--- config.mk ---
export PLATFORM = sky130hd
export DESIGN_NAME = mem_stage_lsu_flat
export DESIGN_NICKNAME = d
export VERILOG_FILES = /design/src/rtl/mem_stage_lsu_pkg.sv /design/src/rtl/mem_stage_lsu_if.sv /design/src/rtl/mem_stage_lsu_load_align.sv /design/src/rtl/mem_stage_lsu.sv /design/src/flat_wrapper.sv
export SDC_FILE = /design/constraint.sdc
export NUM_CORES = 1
export LEC_CHECK = 0
export ABC_AREA = 1
export BUFFER_PORTS_ARGS = -buffer_cell sky130_fd_sc_hd__buf_2
export CAP_MARGIN = 20
export CORE_ASPECT_RATIO = 1.1
export CORE_MARGIN = 4
export CORE_UTILIZATION = 46
export CTS_CLUSTER_SIZE = 40
export DETAILED_ROUTE_END_ITERATION = 10
export PLACE_DENSITY = 0.81
export SETUP_SLACK_MARGIN = 0.05
export SYNTH_ARGS = -nofsm -noshare
export SYNTH_HDL_FRONTEND = slang
export SYNTH_SLANG_ARGS = --single-unit
--- constraint.sdc ---
create_clock -name clk -period 1.75 [get_ports clk]
set_input_delay 0 -clock clk [delete_from_list [all_inputs] [get_ports clk]]
set_output_delay 0 -clock clk [all_outputs]
set_load 0.01 [all_outputs]
--- src/rtl/mem_stage_lsu_pkg.sv ---
// mem_stage_lsu_pkg
// Shared definitions for the memory-access stage: load/store type codes
// (sl_type), write-back source select codes, access-size decodes and the
// LSU state enum. Imported by the interface users, the top and the load
// alignment unit.
// Optional feature macro used by the files importing this package:
//   MEM_MISALIGN_TRAP_EN

package mem_stage_lsu_pkg;

   // sl_type layout: [3] store, [2] unsigned, [1:0] size
   localparam logic [3:0] SL_NONE = 4'b0000;
   localparam logic [3:0] SL_LB   = 4'b0001;
   localparam logic [3:0] SL_LH   = 4'b0010;
   localparam logic [3:0] SL_LW   = 4'b0011;
   localparam logic [3:0] SL_LBU  = 4'b0101;
   localparam logic [3:0] SL_LHU  = 4'b0110;
   localparam logic [3:0] SL_SB   = 4'b1001;
   localparam logic [3:0] SL_SH   = 4'b1010;
   localparam logic [3:0] SL_SW   = 4'b1011;

   localparam logic [1:0] SIZE_B = 2'b01;
   localparam logic [1:0] SIZE_H = 2'b10;
   localparam logic [1:0] SIZE_W = 2'b11;

   // Write-back source select; only the DRAM code matters in this stage
   localparam logic [1:0] WD_SEL_EX   = 2'b00;
   localparam logic [1:0] WD_SEL_DRAM = 2'b01;

   typedef enum logic {
      ST_IDLE = 1'b0,
      ST_BUSY = 1'b1
   } lsuState_t;

   // True for the five legal load encodings
   function automatic logic isLoadType(input logic [3:0] slType);
      return (slType == SL_LB) || (slType == SL_LH) || (slType == SL_LW) ||
             (slType == SL_LBU) || (slType == SL_LHU);
   endfunction

endpackage

--- src/rtl/mem_stage_lsu_if.sv ---
// mem_stage_lsu_if
// Data-memory request/ready bus between the memory stage (master) and the
// data memory (slave). One outstanding access; the master holds
// req/we/addr/be/wdata stable until the slave returns ready, and rdata is
// valid in the ready cycle.
//   req   master->slave  request valid
//   we    master->slave  write request
//   addr  master->slave  word address, bits [1:0] = 0
//   be    master->slave  byte enables
//   wdata master->slave  lane-replicated store data
//   ready slave->master  access complete
//   rdata slave->master  read word

interface mem_stage_lsu_if;
   logic        req;
   logic        we;
   logic [31:0] addr;
   logic [3:0]  be;
   logic [31:0] wdata;
   logic        ready;
   logic [31:0] rdata;

   modport master (
      output req, we, addr, be, wdata,
      input  ready, rdata
   );

   modport slave (
      input  req, we, addr, be, wdata,
      output ready, rdata
   );
endinterface

--- src/rtl/mem_stage_lsu_load_align.sv ---
// mem_load_align
// Combinational load-data formatter. Shifts the read word right by the
// byte offset, selects byte/halfword/word by the size field of sl_type and
// zero- or sign-extends according to the unsigned bit.
//   rdata_i     read word from data memory
//   offset_i    byte offset within the word
//   sl_type_i   load/store type code
//   load_data_o extended 32-bit load value

module mem_load_align
   import mem_stage_lsu_pkg::*;
(
   input  logic [31:0] rdata_i,
   input  logic [1:0]  offset_i,
   input  logic [3:0]  sl_type_i,
   output logic [31:0] load_data_o
);

   logic [31:0] shifted;

   // Bring the addressed byte/halfword down to bit 0, then extend it
   always_comb begin
      shifted = rdata_i >> {offset_i, 3'b000};
      case (sl_type_i[1:0])
         SIZE_B:  load_data_o = sl_type_i[2] ? {24'b0, shifted[7:0]}
                                             : {{24{shifted[7]}}, shifted[7:0]};
         SIZE_H:  load_data_o = sl_type_i[2] ? {16'b0, shifted[15:0]}
                                             : {{16{shifted[15]}}, shifted[15:0]};
         default: load_data_o = shifted;
      endcase
   end

endmodule

--- src/rtl/mem_stage_lsu.sv ---
// mem_stage_lsu
// Memory-access stage. Decodes the EX/MEM load/store type, runs a two-state
// request/ready handshake on the data-memory bus, stalls upstream while an
// access is in flight and registers the result into MEM/WB.
// Ports:
//   clk, rst                 clock, synchronous active-high reset
//   *_mem_i                  EX/MEM register contents
//   dmem                     data-memory bus (master side)
//   stall_mem_o              hold EX/MEM and earlier stages
//   *_wb_o                   MEM/WB register contents
// Macro MEM_MISALIGN_TRAP_EN: misaligned accesses skip the bus and are
// flagged on misalign_wb_o; without it they are aligned down and proceed.

module mem_stage_lsu
   import mem_stage_lsu_pkg::*;
(
   input  logic        clk,
   input  logic        rst,
   input  logic [31:0] pc_mem_i,
   input  logic [31:0] alu_result_mem_i,
   input  logic [31:0] wd_mem_i,
   input  logic [31:0] rD2_mem_i,
   input  logic        instr_valid_mem_i,
   input  logic        dram_we_mem_i,
   input  logic        rf_we_mem_i,
   input  logic [1:0]  wd_sel_mem_i,
   input  logic [4:0]  wr_mem_i,
   input  logic [3:0]  sl_type_mem_i,
   mem_stage_lsu_if.master dmem,
   output logic        stall_mem_o,
   output logic [31:0] pc_wb_o,
   output logic [31:0] wd_wb_o,
   output logic        instr_valid_wb_o,
   output logic        rf_we_wb_o,
   output logic [4:0]  wr_wb_o,
   output logic        misalign_wb_o
);

   lsuState_t   state_q, state_d;
   logic [1:0]  size, addrLow, effOffset;
   logic        isStore, isLoad, isAccess, doAccess, trapNow;
   logic        dmemWe_q;
   logic [31:0] dmemAddr_q, dmemWdata_q, beWdataUnused;
   logic [3:0]  dmemBe_q, beD;
   logic [31:0] wdataD, loadData, wbData;
   logic [31:0] pcWb_q, wdWb_q;
   logic [4:0]  wrWb_q;
   logic        validWb_q, rfWeWb_q, misalignWb_q;

   assign size     = sl_type_mem_i[1:0];
   assign addrLow  = alu_result_mem_i[1:0];
   assign isStore  = instr_valid_mem_i & dram_we_mem_i & (size != 2'b00);
   assign isLoad   = instr_valid_mem_i & ~dram_we_mem_i & isLoadType(sl_type_mem_i);
   assign isAccess = isStore | isLoad;
   assign beWdataUnused = 32'b0;

`ifdef MEM_MISALIGN_TRAP_EN
   logic misaligned;
   // Misaligned accesses never reach the bus; they become a one-cycle trap
   assign misaligned = isAccess & (((size == SIZE_H) & addrLow[0]) |
                                   ((size == SIZE_W) & (addrLow != 2'b00)));
   assign doAccess  = isAccess & ~misaligned;
   assign trapNow   = misaligned;
   assign effOffset = addrLow;
`else
   assign doAccess = isAccess;
   assign trapNow  = 1'b0;
   // Without trapping, halfword/word offsets are forced down to alignment
   always_comb begin
      effOffset = addrLow;
      if (size == SIZE_H) effOffset[0] = 1'b0;
      if (size == SIZE_W) effOffset = 2'b00;
   end
`endif

   // Byte enables and lane-replicated store data; loads read the full word
   always_comb begin
      beD    = 4'b1111;
      wdataD = rD2_mem_i;
      if (isStore) begin
         case (size)
            SIZE_B: begin
               beD    = 4'b0001 << effOffset;
               wdataD = {4{rD2_mem_i[7:0]}};
            end
            SIZE_H: begin
               beD    = 4'b0011 << {effOffset[1], 1'b0};
               wdataD = {2{rD2_mem_i[15:0]}};
            end
            default: ;
         endcase
      end
   end

   mem_load_align u_load_align (
      .rdata_i     (dmem.rdata),
      .offset_i    (effOffset),
      .sl_type_i   (sl_type_mem_i),
      .load_data_o (loadData)
   );

   assign wbData = ((wd_sel_mem_i == WD_SEL_DRAM) && isLoad) ? loadData : wd_mem_i;

   // FSM state register
   always_ff @(posedge clk) begin
      if (rst) state_q <= ST_IDLE;
      else     state_q <= state_d;
   end

   // FSM next state: IDLE launches an access, BUSY waits for ready
   always_comb begin
      state_d = state_q;
      case (state_q)
         ST_IDLE: if (doAccess)   state_d = ST_BUSY;
         ST_BUSY: if (dmem.ready) state_d = ST_IDLE;
         default: state_d = ST_IDLE;
      endcase
   end

   // FSM outputs: request follows the registered state; stall releases in
   // the ready cycle so the pipeline advances as the result is captured
   always_comb begin
      dmem.req    = (state_q == ST_BUSY);
      stall_mem_o = ~rst & doAccess & ~((state_q == ST_BUSY) & dmem.ready);
   end

   // Bus attributes are captured once on launch and held through BUSY
   always_ff @(posedge clk) begin
      if (rst) begin
         dmemWe_q    <= 1'b0;
         dmemAddr_q  <= 32'b0;
         dmemBe_q    <= 4'b0;
         dmemWdata_q <= 32'b0;
      end else if ((state_q == ST_IDLE) && doAccess) begin
         dmemWe_q    <= isStore;
         dmemAddr_q  <= {alu_result_mem_i[31:2], 2'b00};
         dmemBe_q    <= beD;
         dmemWdata_q <= wdataD | beWdataUnused;
      end
   end

   assign dmem.we    = dmemWe_q;
   assign dmem.addr  = dmemAddr_q;
   assign dmem.be    = dmemBe_q;
   assign dmem.wdata = dmemWdata_q;

   // MEM/WB register; a stalled cycle inserts a bubble, a trap is valid
   // but suppresses the register-file write
   always_ff @(posedge clk) begin
      if (rst) begin
         pcWb_q       <= 32'b0;
         wdWb_q       <= 32'b0;
         wrWb_q       <= 5'b0;
         validWb_q    <= 1'b0;
         rfWeWb_q     <= 1'b0;
         misalignWb_q <= 1'b0;
      end else begin
         pcWb_q <= pc_mem_i;
         wdWb_q <= wbData;
         wrWb_q <= wr_mem_i;
         if (stall_mem_o) begin
            validWb_q    <= 1'b0;
            rfWeWb_q     <= 1'b0;
            misalignWb_q <= 1'b0;
         end else if (trapNow) begin
            validWb_q    <= 1'b1;
            rfWeWb_q     <= 1'b0;
            misalignWb_q <= 1'b1;
         end else begin
            validWb_q    <= instr_valid_mem_i;
            rfWeWb_q     <= rf_we_mem_i;
            misalignWb_q <= 1'b0;
         end
      end
   end

   assign pc_wb_o          = pcWb_q;
   assign wd_wb_o          = wdWb_q;
   assign wr_wb_o          = wrWb_q;
   assign instr_valid_wb_o = validWb_q;
   assign rf_we_wb_o       = rfWeWb_q;
   assign misalign_wb_o    = misalignWb_q;

endmodule

--- src/flat_wrapper.sv ---
// flat-port wrapper written by rule: the top's interface ports become plain ports
module mem_stage_lsu_flat import mem_stage_lsu_pkg::*;
  (clk, rst, pc_mem_i, alu_result_mem_i, wd_mem_i, rD2_mem_i, instr_valid_mem_i, dram_we_mem_i, rf_we_mem_i, wd_sel_mem_i, wr_mem_i, sl_type_mem_i, stall_mem_o, pc_wb_o, wd_wb_o, instr_valid_wb_o, rf_we_wb_o, wr_wb_o, misalign_wb_o, dmem_req, dmem_we, dmem_addr, dmem_be, dmem_wdata, dmem_ready, dmem_rdata);
  mem_stage_lsu_if dmem_i ();
  input  logic clk;
  input  logic rst;
  input  logic [31:0] pc_mem_i;
  input  logic [31:0] alu_result_mem_i;
  input  logic [31:0] wd_mem_i;
  input  logic [31:0] rD2_mem_i;
  input  logic instr_valid_mem_i;
  input  logic dram_we_mem_i;
  input  logic rf_we_mem_i;
  input  logic [1:0] wd_sel_mem_i;
  input  logic [4:0] wr_mem_i;
  input  logic [3:0] sl_type_mem_i;
  output logic stall_mem_o;
  output logic [31:0] pc_wb_o;
  output logic [31:0] wd_wb_o;
  output logic instr_valid_wb_o;
  output logic rf_we_wb_o;
  output logic [4:0] wr_wb_o;
  output logic misalign_wb_o;
  output wire logic [$bits(dmem_i.req)-1:0] dmem_req;
  output wire logic [$bits(dmem_i.we)-1:0] dmem_we;
  output wire logic [$bits(dmem_i.addr)-1:0] dmem_addr;
  output wire logic [$bits(dmem_i.be)-1:0] dmem_be;
  output wire logic [$bits(dmem_i.wdata)-1:0] dmem_wdata;
  input wire logic [$bits(dmem_i.ready)-1:0] dmem_ready;
  input wire logic [$bits(dmem_i.rdata)-1:0] dmem_rdata;
  assign dmem_req = dmem_i.req;
  assign dmem_we = dmem_i.we;
  assign dmem_addr = dmem_i.addr;
  assign dmem_be = dmem_i.be;
  assign dmem_wdata = dmem_i.wdata;
  assign dmem_i.ready = dmem_ready;
  assign dmem_i.rdata = dmem_rdata;
  mem_stage_lsu u_core (.clk(clk), .rst(rst), .pc_mem_i(pc_mem_i), .alu_result_mem_i(alu_result_mem_i), .wd_mem_i(wd_mem_i), .rD2_mem_i(rD2_mem_i), .instr_valid_mem_i(instr_valid_mem_i), .dram_we_mem_i(dram_we_mem_i), .rf_we_mem_i(rf_we_mem_i), .wd_sel_mem_i(wd_sel_mem_i), .wr_mem_i(wr_mem_i), .sl_type_mem_i(sl_type_mem_i), .dmem(dmem_i), .stall_mem_o(stall_mem_o), .pc_wb_o(pc_wb_o), .wd_wb_o(wd_wb_o), .instr_valid_wb_o(instr_valid_wb_o), .rf_we_wb_o(rf_we_wb_o), .wr_wb_o(wr_wb_o), .misalign_wb_o(misalign_wb_o));
endmodule
* Word-level counts from Yosys, hierarchy flattened *
Index checks and enable logic that the tools add are counted.

cells by class
  reduce and logical (&&, ||, !) cells = 8
  shifts and indexed selects = 3
  equal/unequal tests = 9
  bitwise gates (word level) = 12
  multiplexer cells = 13

operators with widths
  cell                 count
  $mux 32              4
  $pmux 32 s2          2
  $shr 32x5->32        1
  $eq 4x2->1 const B   2
  $eq 4x3->1 const B   2
  $pmux 4 s2           1
  $and 1x1->1          7
  $eq 2x1->1 const B   2
  $eq 2x2->1 const B   2
  $eq 4x1->1 const B   1
  $logic_or 1x1->1     4
  $mux 4               1
  $not 1->1            4
  $shl 1x2->4 const A  1
  $shl 2x2->4 const A  1
  $mux 1               3
  $logic_and 1x1->1    2
  $mux 2               1
  $pmux 1 s2           1
  $reduce_bool 2->1    1
  $reduce_or 2->1      1
  $or 1x1->1           1

word-level totals
  word-level logic and storage cells = 55
  register bits after elaboration = 139

* Depth between registers and ports, before layout *
Gate-level depths: netlist of the first run.

  depth in word-level cells = 10
  gate-level depth with buffers = 13

* Cells and area by module *
Synthesis of the first run repeated with hierarchy kept, for this count alone.

unflattened totals
  cells, all modules = 922
  area, all modules = 6,317.3 um^2

by module, submodules not included
  module          cells an instance  area each (um^2)  sequential area each (um^2)  times used
  mem_stage_lsu   746                5,403.9           2,782.7                      1
  mem_load_align  176                913.4             0.0                          1

* Worst setup path before layout of the first run *
No wires, ideal clock.

  kind = input to register
  start point = input port sl_type_mem_i[0]
  end point = register u_core.wdWb_q[22] (netlist: u_core.wd_wb_o[22])
  stages on the path = 13
  setup slack = 0.377 ns
  data arrival time = 1.265 ns
  cell sequence = inv_1 -> ha_1 -> inv_2 -> nand2_4 -> nor2_4 -> nand2_1 -> nand2_1 -> nand2_1 -> nand3_4 -> buf_6 -> nand3_2 -> nand2_1 -> inv_1

between the ends
  word-level cells in the longest chain between the ends = 8

ends and longest elaborated chain
  what                                                   RTL line              RTL
  from (decl)                                            flat_wrapper.sv:16    input logic [3:0] sl_type_mem_i;
  branches (longest 7 deep; another with $shr 32x5->32)  --
  $mux 32 (*)                                            mem_stage_lsu.sv:102  assign wbData = ((wd_sel_mem_i == WD_SEL_DRAM) && isLoad) ? loadData : wd_mem_i;
  to (signal assigned)                                   mem_stage_lsu.sv:159  wdWb_q <= wbData;
  to (decl)                                              mem_stage_lsu.sv:46   logic [31:0] pcWb_q, wdWb_q;

Every way passes the cells marked *.
A chain may end at the register's enable or synchronous reset.

* Final worst setup path of the first run *
  start point = input port sl_type_mem_i[0]
  end point = register u_core.wdWb_q[3] (netlist: u_core.wd_wb_o[3])

Same word-level chain as after synthesis.

==> run summary, run 1 <==
========================================================================================
Result of the run ......................................................... finished, final reports clean
Fraction of synthesized area in multiplexers ..............................           0%
Synth unique cells ........................................................           33
Share of synthesized flip-flops with an asynchronous set or reset .........           0%
Setup repair after global routing missed its margin .......................        false
Sequential-to-total area share from yosys stat ............................        44.8%
Sequence of cells on the critical path .................................... buf_2 -> inv_1 -> ha_1 -> inv_2 -> nand3_4 -> buf_6 -> nand2_1 -> nand2_1 -> nand2_1 -> nand3_1 -> dlygate4sd3_1 -> o21ai_1 -> inv_1
Number of buffers added on ports ..........................................          316
Number of enable-type register cells in the synthesized netlist ...........            0
Count of mapped cells out of synthesis ....................................          849
Dominant synthesized flop cell ............................................ sky130_fd_sc_hd__dfxtp_1
Post-DR vias/cell .........................................................         5.15
Initial core utilization ..................................................        47.0%
TritonCTS clock tree ......................................................         done
Required time at the endpoint of the critical path ........................      2.06 ns
CTS buffer count ..........................................................           17
Setup Crit Path Kind ...................................................... input port to register
Worst path max stage delay ................................................      0.56 ns
Achievable clock frequency ................................................    0.643 GHz
Number of buffers and inverters on the critical path ......................            6
Most frequently used cell type in the post-synthesis netlist .............. sky130_fd_sc_hd__nor2_1
Combinational family with the most area after synthesis ................... simple AND/OR/NAND/NOR gates
Largest buffer count on any clock path ....................................            2
# nets final ..............................................................         1491
Mean post-synth cell area .................................................     7.31 µm²
Global-route wire length before repair ....................................     38900 µm
Synthesized-area fraction occupied by and/or/nand/nor cells ...............        28.0%
Overall fraction of global-route tracks in use ............................        31.7%
Worst ir drop on vdd ......................................................   0.000857 V
Dominant cell type by count on the critical path .......................... sky130_fd_sc_hd__nand2_1
Slew Limit Fails ..........................................................            0
Total length of routed wires ..............................................     24900 µm
Hold violation count in the final report ..................................            0
Area share of the largest cell type after synthesis .......................        44.8%
Clock latency of the later-clocked register in the worst-skew pair ........      0.42 ns
Commonest cells in the synthesized netlist ................................ sky130_fd_sc_hd__nor2_1, sky130_fd_sc_hd__dfxtp_1, sky130_fd_sc_hd__nand2_1
Final worst setup slack ...................................................     0.196 ns
Number of synthesized register bits .......................................          139
Remaining global-route overflow ...........................................            0
Final count of negative-setup-slack endpoints .............................            0
Seq. cell area ............................................................     2780 µm²
Placeable core region .....................................................    13200 µm²
Area contributors post-synth .............................................. sky130_fd_sc_hd__dfxtp_1, sky130_fd_sc_hd__nor2_1, sky130_fd_sc_hd__nand2_1, sky130_fd_sc_hd__inv_1, sky130_fd_sc_hd__o21ai_0
Worst min-delay path class ................................................ input port to register
Leakage power .............................................................      5.32 nW
Number of warnings reported in the yosys synthesis log ....................            0
Cell at the root of the clock tree ........................................ sky130_fd_sc_hd__clkbuf_16
Count of standard-cell rows ...............................................           44
CP max stage cell ......................................................... sky130_fd_sc_hd__dlygate4sd3_1
Height of the die .........................................................       130 µm
Final setup skew ..........................................................   0.00487 ns
Clock transition at the registers of the reported paths ...................      0.06 ns
Num ports .................................................................          320
DRC violations left .......................................................            0
Total number of vias ......................................................         7656
Routed wirelength normalized by instance count ............................      16.8 µm
Post-Synth Adder-Cell Area ................................................       0.806%
Post-DRT Antenna Nets .....................................................            0
Synthesized-area fraction occupied by xor and xnor cells ..................           0%
Area of the mapped netlist ................................................     6210 µm²
Power per standard cell area ..............................................   873 nW/µm²
Clock sink count ..........................................................          139
Reg-to-reg slack, setup ...................................................      0.36 ns
TNS Setup .................................................................         0 ns
CP Launch Type ............................................................   input port
Share of the synthesized area in compound gates (AO/OA/AOI/OAI) ...........        14.6%
Largest net degree at the start of global routing .........................           64
HPWL after detailed placement .............................................     14800 µm
Area used by multi-input combinational logic ..............................     2720 µm²
Area growth from synthesis to layout ......................................        61.8%
Share of cells above drive strength 1 .....................................        31.5%
Setup WS pre-CTS ..........................................................    0.0525 ns
Total of fill cells in the finished design ................................          870
Die area ..................................................................    15400 µm²
WP data arrival ...........................................................      1.86 ns
Period utilisation layout .................................................        88.8%
Die W .....................................................................       119 µm
Shortest period the worst path allows .....................................      1.55 ns
TritonRoute pass-1 iters ..................................................            8
Critical Path End Type ....................................................     register
Peak fanout along the critical path .......................................           14
Starting DRC count in detailed routing ....................................          628
Depth of the CTS H-tree ...................................................            4
Routability congestion estimate ...........................................        0.910
Number of global-route vias before repair .................................         7760
Category of cells accounting for the largest share of critical-path delay . buffers and inverters
Initial antenna violation count ...........................................            1
Cell accounting for the most synthesized area ............................. sky130_fd_sc_hd__dfxtp_1
Number of max-cap violations ..............................................            0
========================================================================================
## logic make-up after synthesis
group / count (synthesis)
AOI/OAI and AO/OA: 161
adders and majority gates: 4
other: 1
buffers and inverters: 165
and+or+nand+nor: 379
DFF: 139
## per-stage QoR
stage | power [mW] | cells | util, % | hold slack, ns | cell area (µm²)
floorplan | 4.31 | 851 | - | 0.107 | 6220
global placement | 4.91 | 1302 | 60.1 | 0.199 | 7940
detailed placement | 4.93 | 1302 | 60.1 | 0.206 | 7940
CTS | 8.72 | 1482 | 75.8 | 0.00797 | 10000
global route | 9.13 | 1484 | 76.0 | 0.0497 | 10000
finish | 8.77 | 1487 | 76.0 | 0.0139 | 10000
## layout by cell type, fill, tap and decap left out, drive strengths merged, types with 30 or more instances in the layout
cell type / count
dfxtp: 139
nand3: 75
buf: 340
o21a: 33
o21ai: 89
dlygate4sd3: 149
a21oi: 30
nand2: 124
inv: 117
nor2: 167
## routing by layer
metal	vias to the layer above	global-route usage, %	share of wire [%]
li1	3590	-	-
met1	3398	34.1	35
met2	517	54.2	49
met3	151	10.7	10
met4	0	19.8	6.0
met5	-	0	0
## worst paths after layout
check	from	end	depth (start not counted)
min reg2reg	u_core.dmem.be[2]	u_core.dmem.be[2]	1
min	dram_we_mem_i	u_core.dmem.we	5
max	sl_type_mem_i[0]	u_core.wd_wb_o[3]	13
max reg2reg	u_core.dmem.req	u_core.instr_valid_wb_o	5
## what timing repair did
action,CTS,global route
hold buffers,149,0
gates resized for setup,0,5
hold endpoints to repair,133,0
endpoints found under the setup margin,0,10
setup buffers,0,1
## registers in the layout, indices dropped and copies added (netlist names), 4 cells and up
name and cells:
u_core.dmem.wdata 32, u_core.pc_wb_o 32, u_core.wd_wb_o 32, u_core.dmem.addr 30
u_core.wr_wb_o 5, u_core.dmem.be 4
## final cells by class
type | count | share of cell area (%)
tap | 161 | 2.01
sequential | 139 | 27.7
multi-input combinational | 547 | 27.1
timing repair buffer | 489 | 33.0
clock buffer | 22 | 4.62
clock inverter | 9 | 1.12
inverter | 116 | 4.33
antenna | 4 | 0.0997
## worst min-delay path, delay by kind of cell
family,cells,cell delay [ns]
AOI/OAI and AO/OA,1,0.07
and+or+nand+nor,2,0.14
buffers and inverters,2,0.17
## power breakdown
| group | leakage [nW] | switching (mW) | internal [mW] | total [mW] |
|---|---|---|---|---|
| combinational | 3.89 | 0.938 | 0.818 | 1.76 |
| clock | 0.281 | 1.36 | 2.17 | 3.53 |
| sequential | 1.15 | 0.0905 | 3.39 | 3.48 |
No activity file was read; power rests on OpenSTA's default activity.
==> run 2, diff against run 1 <==
Settings changed: BUFFER_PORTS_ARGS -buffer_cell sky130_fd_sc_hd__buf_2 to -buffer_cell sky130_fd_sc_hd__buf_4, MAX_ROUTING_LAYER set to met4, SKIP_LAST_GASP set to 1.
==> run 2 against run 1 <==
Net effect: register-to-register slack worse by 0.10 ns; routed wire length up 6.2%; via count is 2.0% higher; combinational power rose by 14%; clock power up 5%; maximum frequency shrank 6.0%; final area rose by 7.8%; worst hold slack about the same; die area unchanged.
==> run summary, run 2 (same netlist as run 1, synthesis figures left out) <==
=================================================================================
Achievable clock frequency .........................................    0.605 GHz
Reg-to-reg slack, setup ............................................      0.26 ns
Cell total after placement .........................................         1300
Die area ...........................................................    15400 µm²
Clock transition at the registers of the reported paths ............      0.06 ns
Most common cell after layout, fill and taps aside ................. sky130_fd_sc_hd__buf_4
Final count of negative-setup-slack endpoints ......................            0
Share of cells above drive strength 1 ..............................        31.5%
Cell at the root of the clock tree ................................. sky130_fd_sc_hd__clkbuf_16
Routability congestion estimate ....................................        0.940
HPWL after detailed placement ......................................     15300 µm
Worst path max stage delay .........................................      0.55 ns
Worst ir drop on vdd ...............................................   0.000718 V
Area used by multi-input combinational logic .......................     2730 µm²
Source of the worst hold timing path ............................... rD2_mem_i[15]
CTS buffer count ...................................................           17
Initial antenna violation count ....................................            0
R2r worst-path depth ...............................................            5
Leakage power ......................................................      5.50 nW
Power per standard cell area .......................................   851 nW/µm²
Number of max-cap violations .......................................            0
TritonRoute pass-1 iters ...........................................            7
Dominant cell type by count on the critical path ................... sky130_fd_sc_hd__nand2_1
WP data arrival ....................................................      1.95 ns
Setup Crit Path Kind ............................................... input port to register
# nets final .......................................................         1487
CP max stage cell .................................................. sky130_fd_sc_hd__dlygate4sd3_1
Final std cell area, no fill .......................................    10800 µm²
R2R Path End ....................................................... u_core.instr_valid_wb_o
Total of fill cells in the finished design .........................          737
Starting DRC count in detailed routing .............................          676
Final setup skew ...................................................   0.00728 ns
Hold Path Sink ..................................................... u_core.dmem.wdata[15]
Shortest period the worst path allows ..............................      1.65 ns
Worst r2r src ...................................................... u_core.dmem.req
Largest buffer count on any clock path .............................            2
CP Launch Type .....................................................   input port
Num ports ..........................................................          320
Period utilisation layout ..........................................        94.5%
Sequence of cells on the critical path ............................. dlygate4sd3_1 -> buf_4 -> inv_1 -> nor3_2 -> nand2_1 -> nand2_2 -> nand2_1 -> nand2_1 -> nor2_1 -> dlygate4sd3_1
Overall fraction of global-route tracks in use .....................        34.1%
Clock sink count ...................................................          139
Setup repair after global routing missed its margin ................        false
Die W ..............................................................       119 µm
Seq. cell area .....................................................     2780 µm²
Area after DPL .....................................................     8720 µm²
Hold WS ............................................................    0.0134 ns
Total length of routed wires .......................................     26500 µm
Remaining global-route overflow ....................................            0
Area growth from synthesis to layout ...............................        74.3%
Placeable core region ..............................................    13200 µm²
Worst hold path depth ..............................................            5
Required time at the endpoint of the critical path .................      2.05 ns
Post-DRT Antenna Nets ..............................................            0
Number of buffers added on ports ...................................          316
Critical Path End Type .............................................     register
Largest net degree at the start of global routing ..................           90
TritonCTS clock tree ...............................................         done
Total power consumption of the routed design .......................      9.21 mW
Initial core utilization ...........................................        47.0%
Routed wirelength normalized by instance count .....................      17.9 µm
Result of the run .................................................. finished, final reports clean
Post-DR vias/cell ..................................................         5.28
Hold violation count in the final report ...........................            0
DRC violations left ................................................            0
Clock latency of the later-clocked register in the worst-skew pair .      0.42 ns
TNS Setup ..........................................................         0 ns
Depth of the CTS H-tree ............................................            4
Commonest cells after routing, fill and taps aside ................. sky130_fd_sc_hd__buf_4, sky130_fd_sc_hd__nor2_1, sky130_fd_sc_hd__dlygate4sd3_1
Count of standard-cell rows ........................................           44
Height of the die ..................................................       130 µm
Total number of vias ...............................................         7810
Non-filler cells, final ............................................         1479
Number of global-route vias before repair ..........................         8123
Peak fanout along the critical path ................................            3
Slew Limit Fails ...................................................            0
Global-route wire length before repair .............................     40600 µm
Worst min-delay path class ......................................... input port to register
=================================================================================
run 2: power by group:
| group | switching [mW] | total, mW | internal, mW |
|---|---|---|---|
| sequential | 0.108 | 3.49 | 3.39 |
| combinational | 0.974 | 2.01 | 1.03 |
| clock | 1.47 | 3.71 | 2.25 |
| total | 2.55 | 9.21 | 6.66 |
run 2: area by class of cell:
| class | instances | share of cell area, % |
|---|---|---|
| repair buffers | 485 | 37.7 |
| clock buffers | 18 | 3.96 |
| well taps | 161 | 1.86 |
| flip-flops and latches | 139 | 25.7 |
| diodes | 1 | 0.0231 |
| inverters | 116 | 4.05 |
| multi-input cells | 547 | 25.2 |
| clock inverters | 12 | 1.49 |
run 2: how the worst max path moves through the flow:
stage                                 start                 endpoint  slack, ns  cells past startpoint
after floorplan            sl_type_mem_i[0]       u_core.wd_wb_o[22]       0.38                     13
after global placement     sl_type_mem_i[0]        u_core.wd_wb_o[9]       0.14                     12
after detailed placement   sl_type_mem_i[0]        u_core.wd_wb_o[8]       0.07                     12
after CTS                  sl_type_mem_i[0]        u_core.wd_wb_o[4]       0.08                     13
after global routing      instr_valid_mem_i  u_core.instr_valid_wb_o       0.01                     10
final                     instr_valid_mem_i  u_core.instr_valid_wb_o        0.1                     10
run 2: per-stage QoR:
step | worst slack, ns | util (%)
after global placement | 0.139 | 66.0
after floorplan | 0.377 | -
after CTS | 0.0805 | 81.6
after global routing | 0.0103 | 81.9
after detailed placement | 0.0710 | 66.0
final | 0.0965 | 81.9
run 2: critical path: cells and delay by family:
kind | cells | cell delay [ns]
buffers and inverters | 4 | 1.30
AND/OR/NAND/NOR | 6 | 0.64
run 2: layer usage:
layer	vias to the layer above	part of all wire [%]	track usage, %
li1	3579	-	-
met4	0	6.5	21.5
met1	3543	35	34.6
met3	145	9.1	9.32
met2	543	49	58.8
met5	-	0	-
run 2: timing repair:
item / CTS / global route
endpoints found under the setup margin: 0 / 13
setup buffers: 0 / 1
gates resized for setup: 0 / 7
endpoints found under the hold margin: 131 / 0
hold buffers: 147 / 0
==> run 3, diff against run 2 <==
Settings changed: CELL_PAD_IN_SITES_DETAIL_PLACEMENT set to 0, CELL_PAD_IN_SITES_GLOBAL_PLACEMENT set to 1, CORE_UTILIZATION 46 to 31, PLACE_DENSITY 0.81 to unset, PLACE_DENSITY_LB_ADDON set to 0.1.
==> run 3 against run 2 <==
Net effect: non-clock buffer count grew 14; setup slack gained 0.12 ns; utilization shrank 26 points; maximum frequency grew 8.1%; combinational power decreased by 3%; global-route usage shrank 13 points; worst hold slack improved by 0.0049 ns; total power shrank 0.67%; final area increased by 2.5%; critical endpoint unchanged; largest power group unchanged.
==> run summary, run 3 (same netlist as run 1, synthesis figures left out) <==
========================================================================================
Result of the run ......................................................... finished, final reports clean
Total number of vias ......................................................         7040
Setup Crit Path Kind ...................................................... input port to register
Reg-to-reg slack, setup ...................................................      0.37 ns
Share of cells above drive strength 1 .....................................        31.5%
Height of the die .........................................................       156 µm
Achievable clock frequency ................................................    0.654 GHz
Total length of routed wires ..............................................     23500 µm
WP data arrival ...........................................................      1.83 ns
Leakage power .............................................................      5.59 nW
Initial antenna violation count ...........................................            0
Die W .....................................................................       143 µm
Routability congestion estimate ...........................................        0.888
Global-route wire length before repair ....................................     36300 µm
Count of standard-cell rows ...............................................           54
Category of cells accounting for the largest share of critical-path delay . buffers and inverters
Setup repair after global routing missed its margin .......................        false
Worst min-delay path class ................................................ input port to register
# nets final ..............................................................         1501
Number of buffers added on ports ..........................................          316
Routed wirelength normalized by instance count ............................      14.8 µm
Num ports .................................................................          320
Die area ..................................................................    22400 µm²
Cell at the root of the clock tree ........................................ sky130_fd_sc_hd__clkbuf_16
Power per standard cell area ..............................................   825 nW/µm²
Clock latency of the later-clocked register in the worst-skew pair ........      0.42 ns
TritonCTS clock tree ......................................................         done
Dominant cell type by count on the critical path .......................... sky130_fd_sc_hd__dlygate4sd3_1
Final setup skew ..........................................................   0.00755 ns
Launching instance or port of the critical path ...........................          rst
Setup Buffers After CTS ...................................................            0
Initial core utilization ..................................................        31.4%
Sequence of cells on the critical path .................................... dlygate4sd3_1 -> buf_4 -> inv_4 -> buf_12 -> nand2_1 -> nor2_1 -> dlygate4sd3_1
CP max stage cell ......................................................... sky130_fd_sc_hd__dlygate4sd3_1
Depth of the CTS H-tree ...................................................            4
Worst hold path depth .....................................................            5
Required time at the endpoint of the critical path ........................      2.05 ns
Number of max-cap violations ..............................................            0
Remaining global-route overflow ...........................................            0
Post-DR vias/cell .........................................................         4.44
Shortest period the worst path allows .....................................      1.53 ns
Largest net degree at the start of global routing .........................           68
Worst ir drop on vdd ......................................................   0.000691 V
Number of global-route vias before repair .................................         7018
Worst r2r src ............................................................. u_core.dmem.req
Worst path max stage delay ................................................      0.54 ns
CTS buffer count ..........................................................           17
Placeable core region .....................................................    19800 µm²
Source of the worst hold timing path ...................................... rD2_mem_i[12]
Hold Path Sink ............................................................ u_core.dmem.wdata[12]
Hold WS ...................................................................    0.0183 ns
Clock sink count ..........................................................          139
TNS Setup .................................................................         0 ns
Critical Path End Type ....................................................     register
Starting DRC count in detailed routing ....................................          421
Hold violation count in the final report ..................................            0
Number of buffers and inverters on the critical path ......................            5
R2R Path End .............................................................. u_core.instr_valid_wb_o
CP Launch Type ............................................................   input port
TritonRoute pass-1 iters ..................................................            5
Most common cell after layout, fill and taps aside ........................ sky130_fd_sc_hd__buf_4
Commonest cells after routing, fill and taps aside ........................ sky130_fd_sc_hd__buf_4, sky130_fd_sc_hd__nor2_1, sky130_fd_sc_hd__dlygate4sd3_1
R2r worst-path depth ......................................................            5
Largest buffer count on any clock path ....................................            2
Clock transition at the registers of the reported paths ...................      0.07 ns
Post-DRT Antenna Nets .....................................................            0
Area growth from synthesis to layout ......................................        78.8%
Overall fraction of global-route tracks in use ............................        21.1%
Period utilisation layout .................................................        87.4%
DRC violations left .......................................................            0
Slew Limit Fails ..........................................................            0
Peak fanout along the critical path .......................................           42
HPWL after detailed placement .............................................     16700 µm
Final count of negative-setup-slack endpoints .............................            0
========================================================================================
## run 3: worst max-delay path by stage
stage	to	cells after the start	slack, ns
floorplan	u_core.wd_wb_o[22]	13	0.38
global placement	u_core.wd_wb_o[21]	10	0.10
detailed placement	u_core.wd_wb_o[20]	10	0.11
CTS	u_core.wd_wb_o[5]	13	0.09
global route	u_core.wd_wb_o[0]	13	0.07
finish	u_core.instr_valid_wb_o	7	0.22
## run 3: final cells by class
| cell class | instances | area (µm²) |
|---|---|---|
| Tap cell | 252 | 315 |
| Inverter | 116 | 438 |
| Fill cell | 1863 | 8700 |
| Multi-Input combinational cell | 547 | 2720 |
| Clock inverter | 12 | 151 |
| Timing Repair Buffer | 499 | 4230 |
| Sequential cell | 139 | 2780 |
| Antenna cell | 1 | 2.50 |
| Clock buffer | 20 | 457 |
## run 3: through the flow
step | cell area [µm²] | power (mW) | cells | util (%) | worst slack, ns
6_report | 11100 | 9.15 | 1586 | 56.1 | 0.221
4_1_cts | 11100 | 9.28 | 1585 | 56.0 | 0.0933
3_5_place_dp | 8890 | 5.19 | 1395 | 44.9 | 0.110
5_1_grt | 11100 | 9.63 | 1585 | 56.0 | 0.0657
3_3_place_gp | 8890 | 5.18 | 1395 | 44.9 | 0.103
2_1_floorplan | 6220 | 4.31 | 851 | - | 0.377
## run 3: report_power, final
| part | switching (mW) | leakage, nW | total [mW] | internal [mW] |
|---|---|---|---|---|
| clock | 1.51 | 0.296 | 3.73 | 2.22 |
| sequential | 0.0899 | 1.15 | 3.47 | 3.38 |
| combinational | 0.896 | 4.14 | 1.95 | 1.05 |
| total | 2.50 | 5.59 | 9.15 | 6.65 |
## run 3: what timing repair did
action	4_1_cts	5_1_grt
endpoints found under the setup margin	0	9
resized for setup	0	6
hold buffers	158	0
hold endpoints to repair	134	0
## run 3: routing by layer
layer | wire length, µm | share of wire [%] | GRT usage (%) | up-vias
met2 | 11000 | 47 | 33.1 | 275
met4 | 491 | 2.1 | 6.29 | 0
li1 | - | - | - | 3612
met3 | 1750 | 7.4 | 5.50 | 30
met5 | 0 | 0 | - | -
met1 | 10300 | 44 | 26.9 | 3123
## run 3: worst min-delay path, delay by kind of cell
family	cells	cell delay [ns]
AO/OA/AOI/OAI	1	0.16
buffers and inverters	2	0.13
AND/OR/NAND/NOR	2	0.12
